`src/rtl/interval_timer_pkg.sv`:
```
// interval_timer_pkg
// Shared definitions for the memory-mapped interval timer: register word
// offsets, CTRL bit positions, the decoder base address and a byte-lane
// merge helper used for partial CPU writes.
package interval_timer_pkg;

  // Word offsets inside the timer window.
  typedef enum logic [1:0] {
    TIMER_CTRL   = 2'd0,
    TIMER_LOAD   = 2'd1,
    TIMER_COUNT  = 2'd2,
    TIMER_STATUS = 2'd3
  } timer_reg_e;

  // CTRL bit indices.
  localparam int unsigned CTRL_EN     = 0;
  localparam int unsigned CTRL_RELOAD = 1;
  localparam int unsigned CTRL_IE     = 2;
  localparam int unsigned CTRL_W      = 3;

  // Word address of the timer window, used by the system address decoder.
  localparam logic [29:0] TIMER_BASE_WADDR = 30'h4004;

  // Replace only the bytes whose enable bit is set.
  function automatic logic [31:0] byte_merge(input logic [31:0] old_val,
                                             input logic [3:0]  be,
                                             input logic [31:0] new_val);
    logic [31:0] res;
    res = old_val;
    for (int i = 0; i < 4; i++) begin
      if (be[i]) res[8*i +: 8] = new_val[8*i +: 8];
    end
    return res;
  endfunction

endpackage

```
`src/rtl/interval_timer_prescaler.sv`:
```
// prescaler
// Divides clk_i into a one-cycle tick every PRESCALE cycles while run_i is
// high. The count restarts from 0 whenever run_i drops, so the first tick
// after enabling always lands exactly PRESCALE cycles later.
// Ports:
//   clk_i    system clock
//   rst_ni   asynchronous active-low reset
//   run_i    count enable; low clears the prescaler
//   tick_o   one-cycle pulse on the wrap back to 0
module prescaler #(
  parameter int unsigned PRESCALE   = 16,
  parameter int unsigned PRESCALE_W = 16
) (
  input  logic clk_i,
  input  logic rst_ni,
  input  logic run_i,
  output logic tick_o
);

  localparam logic [PRESCALE_W-1:0] LAST = PRESCALE_W'(PRESCALE - 1);

  logic [PRESCALE_W-1:0] cnt_q, cnt_d;

  // Tick is asserted during the cycle in which the counter sits at its last
  // value; the consumer acts on it at the same edge that wraps the count.
  assign tick_o = run_i && (cnt_q == LAST);

  always_comb begin
    cnt_d = '0;
    if (run_i && !tick_o) cnt_d = cnt_q + PRESCALE_W'(1);
  end

  always_ff @(posedge clk_i or negedge rst_ni) begin
    if (!rst_ni) cnt_q <= '0;
    else         cnt_q <= cnt_d;
  end

endmodule

```
`src/rtl/interval_timer.sv`:
```
// interval_timer
// 32-bit down-counting interval timer on the CPU data bus.
// Registers: CTRL (EN/RELOAD/IE), LOAD, COUNT, STATUS (PEND, write-1-clear).
// Ports:
//   clk_i     system clock
//   rst_ni    asynchronous active-low reset
//   sel_i     decoder hit for the timer window
//   addr_i    word offset within the window
//   re_i      read strobe; rdata_o is valid the following cycle
//   we_i      byte write enables
//   wdata_i   write data
//   rdata_o   registered read data, held until the next read
//   irq_o     PEND & CTRL.IE
module interval_timer
  import interval_timer_pkg::*;
#(
  parameter int unsigned PRESCALE   = 16,
  parameter int unsigned PRESCALE_W = 16
) (
  input  logic        clk_i,
  input  logic        rst_ni,
  input  logic        sel_i,
  input  logic [1:0]  addr_i,
  input  logic        re_i,
  input  logic [3:0]  we_i,
  input  logic [31:0] wdata_i,
  output logic [31:0] rdata_o,
  output logic        irq_o
);

  logic [CTRL_W-1:0] ctrl_q, ctrl_d;
  logic [31:0]       load_q, load_d;
  logic [31:0]       count_q, count_d;
  logic              pend_q, pend_d;
  logic [31:0]       rdata_q, rdata_d;
  logic              tick;
  logic              pend_set;
  logic              pend_clr;
  timer_reg_e        reg_sel;

  assign reg_sel = timer_reg_e'(addr_i);

  prescaler #(
    .PRESCALE   (PRESCALE),
    .PRESCALE_W (PRESCALE_W)
  ) u_prescaler (
    .clk_i  (clk_i),
    .rst_ni (rst_ni),
    .run_i  (ctrl_q[CTRL_EN]),
    .tick_o (tick)
  );

  always_comb begin
    ctrl_d   = ctrl_q;
    load_d   = load_q;
    count_d  = count_q;
    rdata_d  = rdata_q;
    pend_set = 1'b0;
    pend_clr = 1'b0;

    // Timer event first; CPU writes below overwrite it where they collide.
    if (tick) begin
      if (count_q != '0) begin
        count_d = count_q - 32'd1;
      end else begin
        pend_set = 1'b1;
        if (ctrl_q[CTRL_RELOAD]) count_d = load_q;  // old LOAD on same-cycle write
        else                     ctrl_d[CTRL_EN] = 1'b0;
      end
    end

    if (sel_i) begin
      case (reg_sel)
        TIMER_CTRL:   if (we_i[0]) ctrl_d = wdata_i[CTRL_W-1:0];
        TIMER_LOAD:   load_d = byte_merge(load_q, we_i, wdata_i);
        // Merge against the current COUNT so a partial write also wins
        // over a same-cycle decrement or reload.
        TIMER_COUNT:  if (we_i != 4'b0) count_d = byte_merge(count_q, we_i, wdata_i);
        TIMER_STATUS: pend_clr = we_i[0] & wdata_i[0];
        default: ;
      endcase

      if (re_i) begin
        case (reg_sel)
          TIMER_CTRL:   rdata_d = {{(32-CTRL_W){1'b0}}, ctrl_q};
          TIMER_LOAD:   rdata_d = load_q;
          TIMER_COUNT:  rdata_d = count_q;
          TIMER_STATUS: rdata_d = {31'b0, pend_q};
          default:      rdata_d = '0;
        endcase
      end
    end

    // A tick that sets PEND wins over a simultaneous clear.
    pend_d = pend_set | (pend_q & ~pend_clr);
  end

  always_ff @(posedge clk_i or negedge rst_ni) begin
    if (!rst_ni) begin
      ctrl_q  <= '0;
      load_q  <= '0;
      count_q <= '0;
      pend_q  <= 1'b0;
      rdata_q <= '0;
    end else begin
      ctrl_q  <= ctrl_d;
      load_q  <= load_d;
      count_q <= count_d;
      pend_q  <= pend_d;
      rdata_q <= rdata_d;
    end
  end

  assign rdata_o = rdata_q;
  assign irq_o   = pend_q & ctrl_q[CTRL_IE];

endmodule

```
`config.mk`:
```
export PLATFORM = sky130hd
export DESIGN_NAME = interval_timer
export DESIGN_NICKNAME = d
export VERILOG_FILES = /design/src/rtl/interval_timer_pkg.sv /design/src/rtl/interval_timer_prescaler.sv /design/src/rtl/interval_timer.sv
export SDC_FILE = /design/constraint.sdc
export NUM_CORES = 1
export LEC_CHECK = 0
export ABC_AREA = 1
export CAP_MARGIN = 25
export CORE_ASPECT_RATIO = 0.75
export CORE_MARGIN = 2
export CORE_UTILIZATION = 57
export DETAILED_ROUTE_END_ITERATION = 10
export HOLD_SLACK_MARGIN = 0.08
export PLACE_DENSITY = 0.89
export SLEW_MARGIN = 20
export SYNTH_ARGS = -nofsm -noshare
export SYNTH_HDL_FRONTEND = slang
export SYNTH_SLANG_ARGS = --single-unit
```
`constraint.sdc`:
```
create_clock -name clk_i -period 2.3 [get_ports clk_i]
set_input_delay 0.345 -clock clk_i [delete_from_list [all_inputs] [get_ports clk_i]]
set_output_delay 0.345 -clock clk_i [all_outputs]
set_load 0.01 [all_outputs]
```
# [After elaboration in Yosys (flattened, before gate mapping)]
# Index checks and enable logic that the tools add are counted.
[classes] n_addsub=2 n_eq_ne=8 muxes=22 bitwise=5 reduce_logical=12
[ops] operator="32-bit two-way mux" n=6
[ops] operator="32-bit case mux with 4 select lines" n=1
[ops] operator="8-bit two-way mux" n=4
[ops] operator="32-bit nonzero test" n=1
[ops] operator="32-bit by 1-bit subtractor with 32-bit output, second input constant" n=1
[ops] operator="16-bit by 1-bit adder with 16-bit output, second input constant" n=1
[ops] operator="16-bit by 4-bit equality test with 1-bit output, second input constant" n=1
[ops] operator="16-bit two-way mux" n=1
[ops] operator="4-bit != test, second input constant" n=4
[ops] operator="3-bit AND reduction" n=5
[ops] operator="1-bit two-way mux" n=10
[ops] operator="2-bit equality test, second input constant" n=2
[ops] operator="4-bit nonzero test" n=1
[ops] operator="1-bit AND" n=3
[ops] operator="2-bit by 1-bit equality test with 1-bit output, second input constant" n=1
[ops] operator="1-bit logical AND" n=2
[ops] operator="2-bit zero test" n=1
[ops] operator="2-bit AND reduction" n=1
[ops] operator="1-bit zero test" n=1
[ops] operator="1-bit NOT" n=1
[ops] operator="1-bit OR" n=1
[totals] register_bits=116 elab_cells=62

# [Logic depth before layout (Yosys ltp)]
[depth] word_depth=6 ltp_mapped=14

# [By module]
# From an unflattened synthesis, not the netlist that was laid out.
[hier_totals] hier_cells=1087 hier_area_um2=7547.2
[by_module_without_submodules] module="interval_timer" instances=1 cells_per_inst=961 area_per_inst_um2=6631.4 seq_area_each_um2=2502.4
[by_module_without_submodules] module="prescaler" instances=1 cells_per_inst=126 area_per_inst_um2=915.9 seq_area_each_um2=400.4

# [Worst setup path before layout]
# OpenSTA, ideal clock, no wires.
[synth_timing] path_type="register to register" startpoint="reg u_prescaler.cnt_q[0]" endpoint="reg count_q[14]" setup_time_ns=0.123 t_arrival_ns=1.548 required_time_ns=2.177 setup_slack_ns=0.629 path_stages_with_launch=12 n_path_buf=1 synth_period_minus_slack_ns=1.671 path_cell_list="dfrtp_1 > ha_1 > nand2_1 > inv_1 > nand2_1 > nor2_1 > nand3_2 > inv_2 > clkbuf_1 > nand2_1 > nand3_1 > nand2_1"
[synth_via] elab_chain_len=6
[synth_rtl] element="from (decl)" line_no="interval_timer_prescaler.sv:22" text="logic [PRESCALE_W-1:0] cnt_q, cnt_d;"
[synth_rtl] element="from (signal assigned)" line_no="interval_timer_prescaler.sv:35" text="else cnt_q <= cnt_d;"
[synth_rtl] element="16-bit by 4-bit equality test with 1-bit output (*)" line_no="interval_timer_prescaler.sv:26" text="assign tick_o = run_i && (cnt_q == LAST);"
[synth_rtl] element="1-bit logical AND (*)" line_no="interval_timer_prescaler.sv:26"
[synth_rtl] element="32-bit two-way mux (*)" line_no="interval_timer.sv:62" text="if (tick) begin"
[synth_rtl] element="32-bit two-way mux" line_no="interval_timer.sv:78" text="TIMER_COUNT: if (we_i != 4'b0) count_d = byte_merge(count_q, we_i, wdata_i);"
[synth_rtl] element="32-bit two-way mux" line_no="interval_timer.sv:73" text="case (reg_sel)"
[synth_rtl] element="32-bit two-way mux (*)" line_no="interval_timer.sv:72" text="if (sel_i) begin"
[synth_rtl] element="to (signal assigned)" line_no="interval_timer.sv:108" text="count_q <= count_d;"
[synth_rtl] element="to (decl)" line_no="interval_timer.sv:33" text="logic [31:0] count_q, count_d;"
# Mark *: on every way between the ends. The rest lies on a longest branch, timed or not.
# A chain may end at the register's enable or synchronous reset.

# [Worst setup path in the final report]
[layout_timing] startpoint="reg count_q[7]" endpoint="reg count_q[18]"
[layout_via] elab_chain_len=6
[layout_rtl] element="32-bit by 1-bit subtractor with 32-bit output / 32-bit nonzero test (equally long branches)" line_no="interval_timer.sv:64, interval_timer.sv:63"
[layout_rtl] element="32-bit two-way mux (*)" line_no="interval_timer.sv:63" text="if (count_q != '0) begin"
[layout_rtl] element="32-bit two-way mux (*)" line_no="interval_timer.sv:62"
[layout_rtl] element="32-bit two-way mux" line_no="interval_timer.sv:78"
[layout_rtl] element="32-bit two-way mux" line_no="interval_timer.sv:73"
[layout_rtl] element="32-bit two-way mux (*)" line_no="interval_timer.sv:72"
# Marks and branches as above.

==> metrics.md <==
| Metric | Value |
|---|---|
| Placed cells | 1271 |
| Initial Util | 59.3% |
| Nets | 1174 |
| Crit Path Class | reg2reg |
| Row count | 34 |
| Number of global-route vias before repair | 7226 |
| Share of post-route cells with drive strength above 1 | 10.6% |
| Max Clock Skew | 0.00884 ns |
| Layout area overhead | 26.4% |
| Hold Path Class | reg2reg |
| Die Y | 99.9 µm |
| Number of buffers inserted by post-CTS setup repair | 0 |
| DRC | 0 |
| Slew HR | 53.3% |
| RSZ-0062 raised after global routing | false |
| Pwr dens | 901 nW/µm² |
| Wire per inst | 16.5 µm |
| Core Area | 11800 µm² |
| Max-Cap Viols | 0 |
| Fin. Hold Viols | 0 |
| FF+latch count, synth | 116 |
| Status | complete, no violations |
| Final worst path period need | 2.15 ns |
| Worst-Skew Late Latency | 0.42 ns |
| Clock-pin slew on the worst setup and hold paths | 0.06 ns |
| Post-Syn Area per Cell | 6.85 µm² |
| Gpl congestion | 1.05 |
| Pin slew with the least headroom to its limit | 0.700 ns |
| Crit end category | register |
| Diodes inserted | 0 |
| # IOs | 75 |
| Non-filler cells, final | 1304 |
| Mapped Nets | 1065 |
| CTS Buf Count | 17 |
| CTS HTree Levels | 4 |
| Worst EP arrival | 2.45 ns |
| Leak | 4.05 nW |
| Post-DRT Antenna Nets | 0 |
| CTS tree | yes |
| Final setup fails | 0 |
| Die footprint | 13200 µm² |
| Synthesis warning total | 0 |
| Max Fclk | 0.465 GHz |
| CP startpoint kind | register |
| Iter 0 DRT Violations | 762 |
| Synth Instances | 1020 |
| Syn Std Cell Area | 6990 µm² |
| Slew Viols, Final | 0 |
| Setup tns final | 0 ns |
| CTS root buffer | clkbuf_16 |
| PortBufs | 74 |
| First-pass GRT wire length | 35.4 mm |
| Drt total wl | 21.5 mm |
| Vias per cell | 5.72 |
| Pre-antenna DRT Iters | 6 |
| Final WS setup | 0.152 ns |
| Critical-path maximum fanout | 7 |
| Commonest non-fill, non-tap cell in the layout | nand2_1 |
| Post-synthesis sequential area ratio | 41.5% |
| Via count | 7461 |
| GRT Residual Overflow | 0 |
| Clock buffer depth | 2 |
| Die Width | 132 µm |
| Crit path required time | 2.60 ns |
| Yosys cell types | 35 |
| Largest net degree at the start of global routing | 117 |
| HPWL Detailed | 15.2 mm |
| Total track usage | 33.9% |
| Clk sink count | 116 |
| Initial antenna violation count | 0 |
| Most frequent cells in the layout | 332 x nand2_1, 124 x nor2_1, 116 x dfrtp_1, 97 x inv_1, 73 x clkdlybuf4s50_1 |
| Pre-CTS setup slack | 0.106 ns |
| Tcrit/Tclk final | 93.4% |
| Peak VDD IR | 0.000680 V |
[Yosys cell counts (all sizes together)]
| master | count | share of area [%] |
|---|---|---|
| a21oi | 45 | 3.2 |
| o21bai | 7 | 0.75 |
| a41oi | 1 | 0.13 |
| clkinv | 2 | 0.11 |
| inv | 103 | 5.5 |
| o22ai | 8 | 0.72 |
| ha | 3 | 0.54 |
| a31oi | 34 | 3.0 |
| o21ai | 86 | 6.2 |
| nor3 | 16 | 1.2 |
| clkbuf | 22 | 1.2 |
| nand3 | 54 | 4.1 |
| mux2 | 6 | 0.97 |
| nor2 | 140 | 8.5 |
| a221oi | 2 | 0.25 |
| xor2 | 4 | 0.50 |
| a211oi | 1 | 0.11 |
| nor4 | 3 | 0.27 |
| o41ai | 1 | 0.13 |
| buf | 14 | 1.4 |
| nand2 | 337 | 18 |
| dfrtp | 116 | 42 |
| nand4 | 14 | 1.3 |
| nand3b | 1 | 0.11 |
[kinds of logic (layout without fill, tap and decap cells)]
group | after synthesis | after routing | share of synthesized area (%)
xor+xnor | 4 | 4 | 0.501
buf+inv | 141 | 263 | 8.21
flops | 116 | 116 | 41.5
fa+ha+maj | 3 | 3 | 0.537
mux | 6 | 6 | 0.966
simple gates | 565 | 565 | 33.8
compound gates | 185 | 185 | 14.5
[layer usage]
| metal | wire (µm) | part of all wire (%) | GRT usage [%] | vias to the layer above |
|---|---|---|---|---|
| met3 | 2310 | 11 | 9.19 | 54 |
| met2 | 9270 | 43 | 51.1 | 432 |
| met1 | 9390 | 44 | 46.9 | 3445 |
| met4 | 503 | 2.3 | 13.3 | 0 |
| li1 | - | - | - | 3530 |
| met5 | 0 | 0 | 0 | - |
[report_power, final]
| part | total, mW | switching, mW | internal (mW) |
|---|---|---|---|
| combinational | 2.16 | 1.28 | 0.877 |
| clock | 2.97 | 0.985 | 1.98 |
| sequential | 2.84 | 0.399 | 2.44 |
| total | 7.97 | 2.66 | 5.30 |
[metrics by stage]
stage	area, µm²	hold WS [ns]	util (%)	power (mW)
2_1_floorplan	6990	0.0494	-	4.02
3_3_place_gp	8170	0.451	69.3	4.87
3_5_place_dp	8170	0.461	69.3	4.95
4_1_cts	8830	0.468	75.0	7.92
5_1_grt	8840	0.507	75.0	8.36
6_report	8840	0.481	75.0	7.97
[timing repair]
| action | in CTS | in global routing |
|---|---|---|
| hold endpoints to repair | 116 | 0 |
| gates resized for setup | 0 | 1 |
| hold buffers | 1 | 0 |
| setup endpoints to repair | 0 | 6 |
[final timing paths]
| kind | start | end | slack [ns] | cells after the start |
|---|---|---|---|---|
| setup reg to reg | count_q[7]$_DFFE_PN0P_ | count_q[18]$_DFFE_PN0P_ | 0.15 | 13 |
| hold reg to reg | u_prescaler.cnt_q[0]$_DFF_PN0_ | u_prescaler.cnt_q[0]$_DFF_PN0_ | 0.48 | 1 |
| max in group asynchronous | rst_ni | rdata_o[31]$_DFFE_PN0P_ | 1.17 | 3 |
| hold / removal | u_prescaler.cnt_q[0]$_DFF_PN0_ | u_prescaler.cnt_q[0]$_DFF_PN0_ | 0.48 | 1 |
| min in group asynchronous | rst_ni | u_prescaler.cnt_q[4]$_DFF_PN0_ | 0.51 | 3 |
| setup / recovery | count_q[7]$_DFFE_PN0P_ | count_q[18]$_DFFE_PN0P_ | 0.15 | 13 |
[worst max-delay path, cell delays in order (launching register included)]
cell and delay, ns:
dfrtp_1 0.38, nor2_1 0.25, nand2_1 0.23, inv_1 0.10, nand3_1 0.12, nor2_4 0.18
buf_4 0.18, inv_1 0.14, nand3_1 0.13, nand2_1 0.07, nand2_1 0.07, nand2_1 0.09
nand2_1 0.07, nand2_1 0.05
[registers in the layout, summed over array words and instances (netlist names)]
signal,flops
rdata_o,32
load_q,32
count_q,32
u_prescaler.cnt_q,16
ctrl_q,3
pend_q,1
[final cells by class]
class | instances | area [µm²]
repair buffers | 126 | 1160
flip-flops and latches | 116 | 2900
clock inverters | 12 | 201
clock buffers | 20 | 457
inverters | 105 | 394
fillers | 943 | 2950
multi-input cells | 763 | 3520
well taps | 162 | 203
Note: power is estimated with default switching activity, not from simulation.
==> RTL edit (same flow settings) <==
`PRESCALE` is set to 16 in 2 places; all go to 8.
--- a/src/rtl/interval_timer_prescaler.sv
+++ b/src/rtl/interval_timer_prescaler.sv
@@ -8,7 +8,7 @@
 //   run_i    count enable; low clears the prescaler
 //   tick_o   one-cycle pulse on the wrap back to 0
 module prescaler #(
-  parameter int unsigned PRESCALE   = 16,
+  parameter int unsigned PRESCALE   = 8,
   parameter int unsigned PRESCALE_W = 16
 ) (
   input  logic clk_i,
--- a/src/rtl/interval_timer.sv
+++ b/src/rtl/interval_timer.sv
@@ -14,7 +14,7 @@
 module interval_timer
   import interval_timer_pkg::*;
 #(
-  parameter int unsigned PRESCALE   = 16,
+  parameter int unsigned PRESCALE   = 8,
   parameter int unsigned PRESCALE_W = 16
 ) (
   input  logic        clk_i,
Function: same outputs for any inputs over 4 cycles, from zero or initial values and one cycle with rst_ni low; that may be too few to reach the edited logic, so the function may still have changed.
==> RTL edit against the unedited design <==
Cell area up 2.4%; clock skew down 0.0012 ns; die area up 4.8%; worst setup slack better by 0.028 ns; synthesized area up 5.0%; sequential cell count unchanged; wire length up 2.3%; core utilization down 2.3 points; power up 15%; sequential share of layout area down 0.76 points; critical endpoint is now count_q[1]$_DFFE_PN0P_.
==> RTL edit: results (changes against the unedited design) <==
pwr-share-seq_pct: 34.6  # -1.1 points
grt_max_degree: 49  # -58%
fill_cells: 996  # +5.6%
vias: 7646  # +2.5%
grt_first_pass_wirelength_mm: 36.3  # +2.7%
arrival_ns: 2.43  # -0.02 ns
synth_area_leaders: "dfrtp_1, nand2_1, nor2_1"
status: "finished clean"
grtUsageMet3_pct: 7.79  # -1.4 points
wl_met1_mm: 9.38  # -0.11%
dp_cells: 1301  # +2.4%
p_sw_mw: 3.49  # +31%
clkCellAreaFrac_pct: 7.12  # -0.32 points
relSlewSlack_pct: 63.4  # +10 points
nets: 1200  # +2.2%
grt_use_met1_pct: 45.1  # -1.7 points
post_dp_cell_area_um2: 8390  # +2.8%
dp_hpwl_mm: 15.3  # +0.79%
place_ws_ns: 0.0755  # -0.0308 ns
grt.met2_usage_pct: 54.0  # +2.9 points
synthXorXnorAreaFrac_pct: 1.55  # +1.0 points
grt.total_usage_pct: 33.7  # -0.16 points
synth_compound_area_share_pct: 13.5  # -1.0 points
powerDensity_nw_per_um2: 1010  # +12%
synth_cell_types: 42  # +20%
hp-class: "input port to asynchronous set/reset pin"
buffer_area_share_pct: 11.7  # -1.4 points
wl_met3_mm: 2.18  # -5.6%
syn_inst: 1070  # +4.9%
multi_input_cells: 810  # +6.2%
synthMuxAreaShare_pct: 1.07  # +0.11 points
RTL edit: path summary, 6_finish.rpt:
kind                            slack (ns)  cells past startpoint                               to
worst max-delay path                  0.18                     12           count_q[1]$_DFFE_PN0P_
worst min-delay path                  0.38                      2  u_prescaler.cnt_q[10]$_DFF_PN0_
worst max register to register        0.18                     12           count_q[1]$_DFFE_PN0P_
worst min register to register        0.46                      1   u_prescaler.cnt_q[0]$_DFF_PN0_
max in group asynchronous             1.32                      3           load_q[28]$_DFFE_PN0P_
min in group clk_i                    0.46                      1   u_prescaler.cnt_q[0]$_DFF_PN0_
RTL edit: worst max-delay path: stages, from the launching register on:
cell and delay, ns:
dfrtp_1 0.42, inv_1 0.11, ha_1 0.20, inv_1 0.05
nor2_1 0.13, nand3_1 0.11, nor2_1 0.16, nand3_2 0.19
buf_4 0.23, o31ai_2 0.21, nand2_1 0.09, nand2_1 0.07
nand2_1 0.05
RTL edit: timing repair:
action	in CTS	in global routing
endpoints found under the hold margin	24	0
hold buffers	1	0
setup buffers	0	0
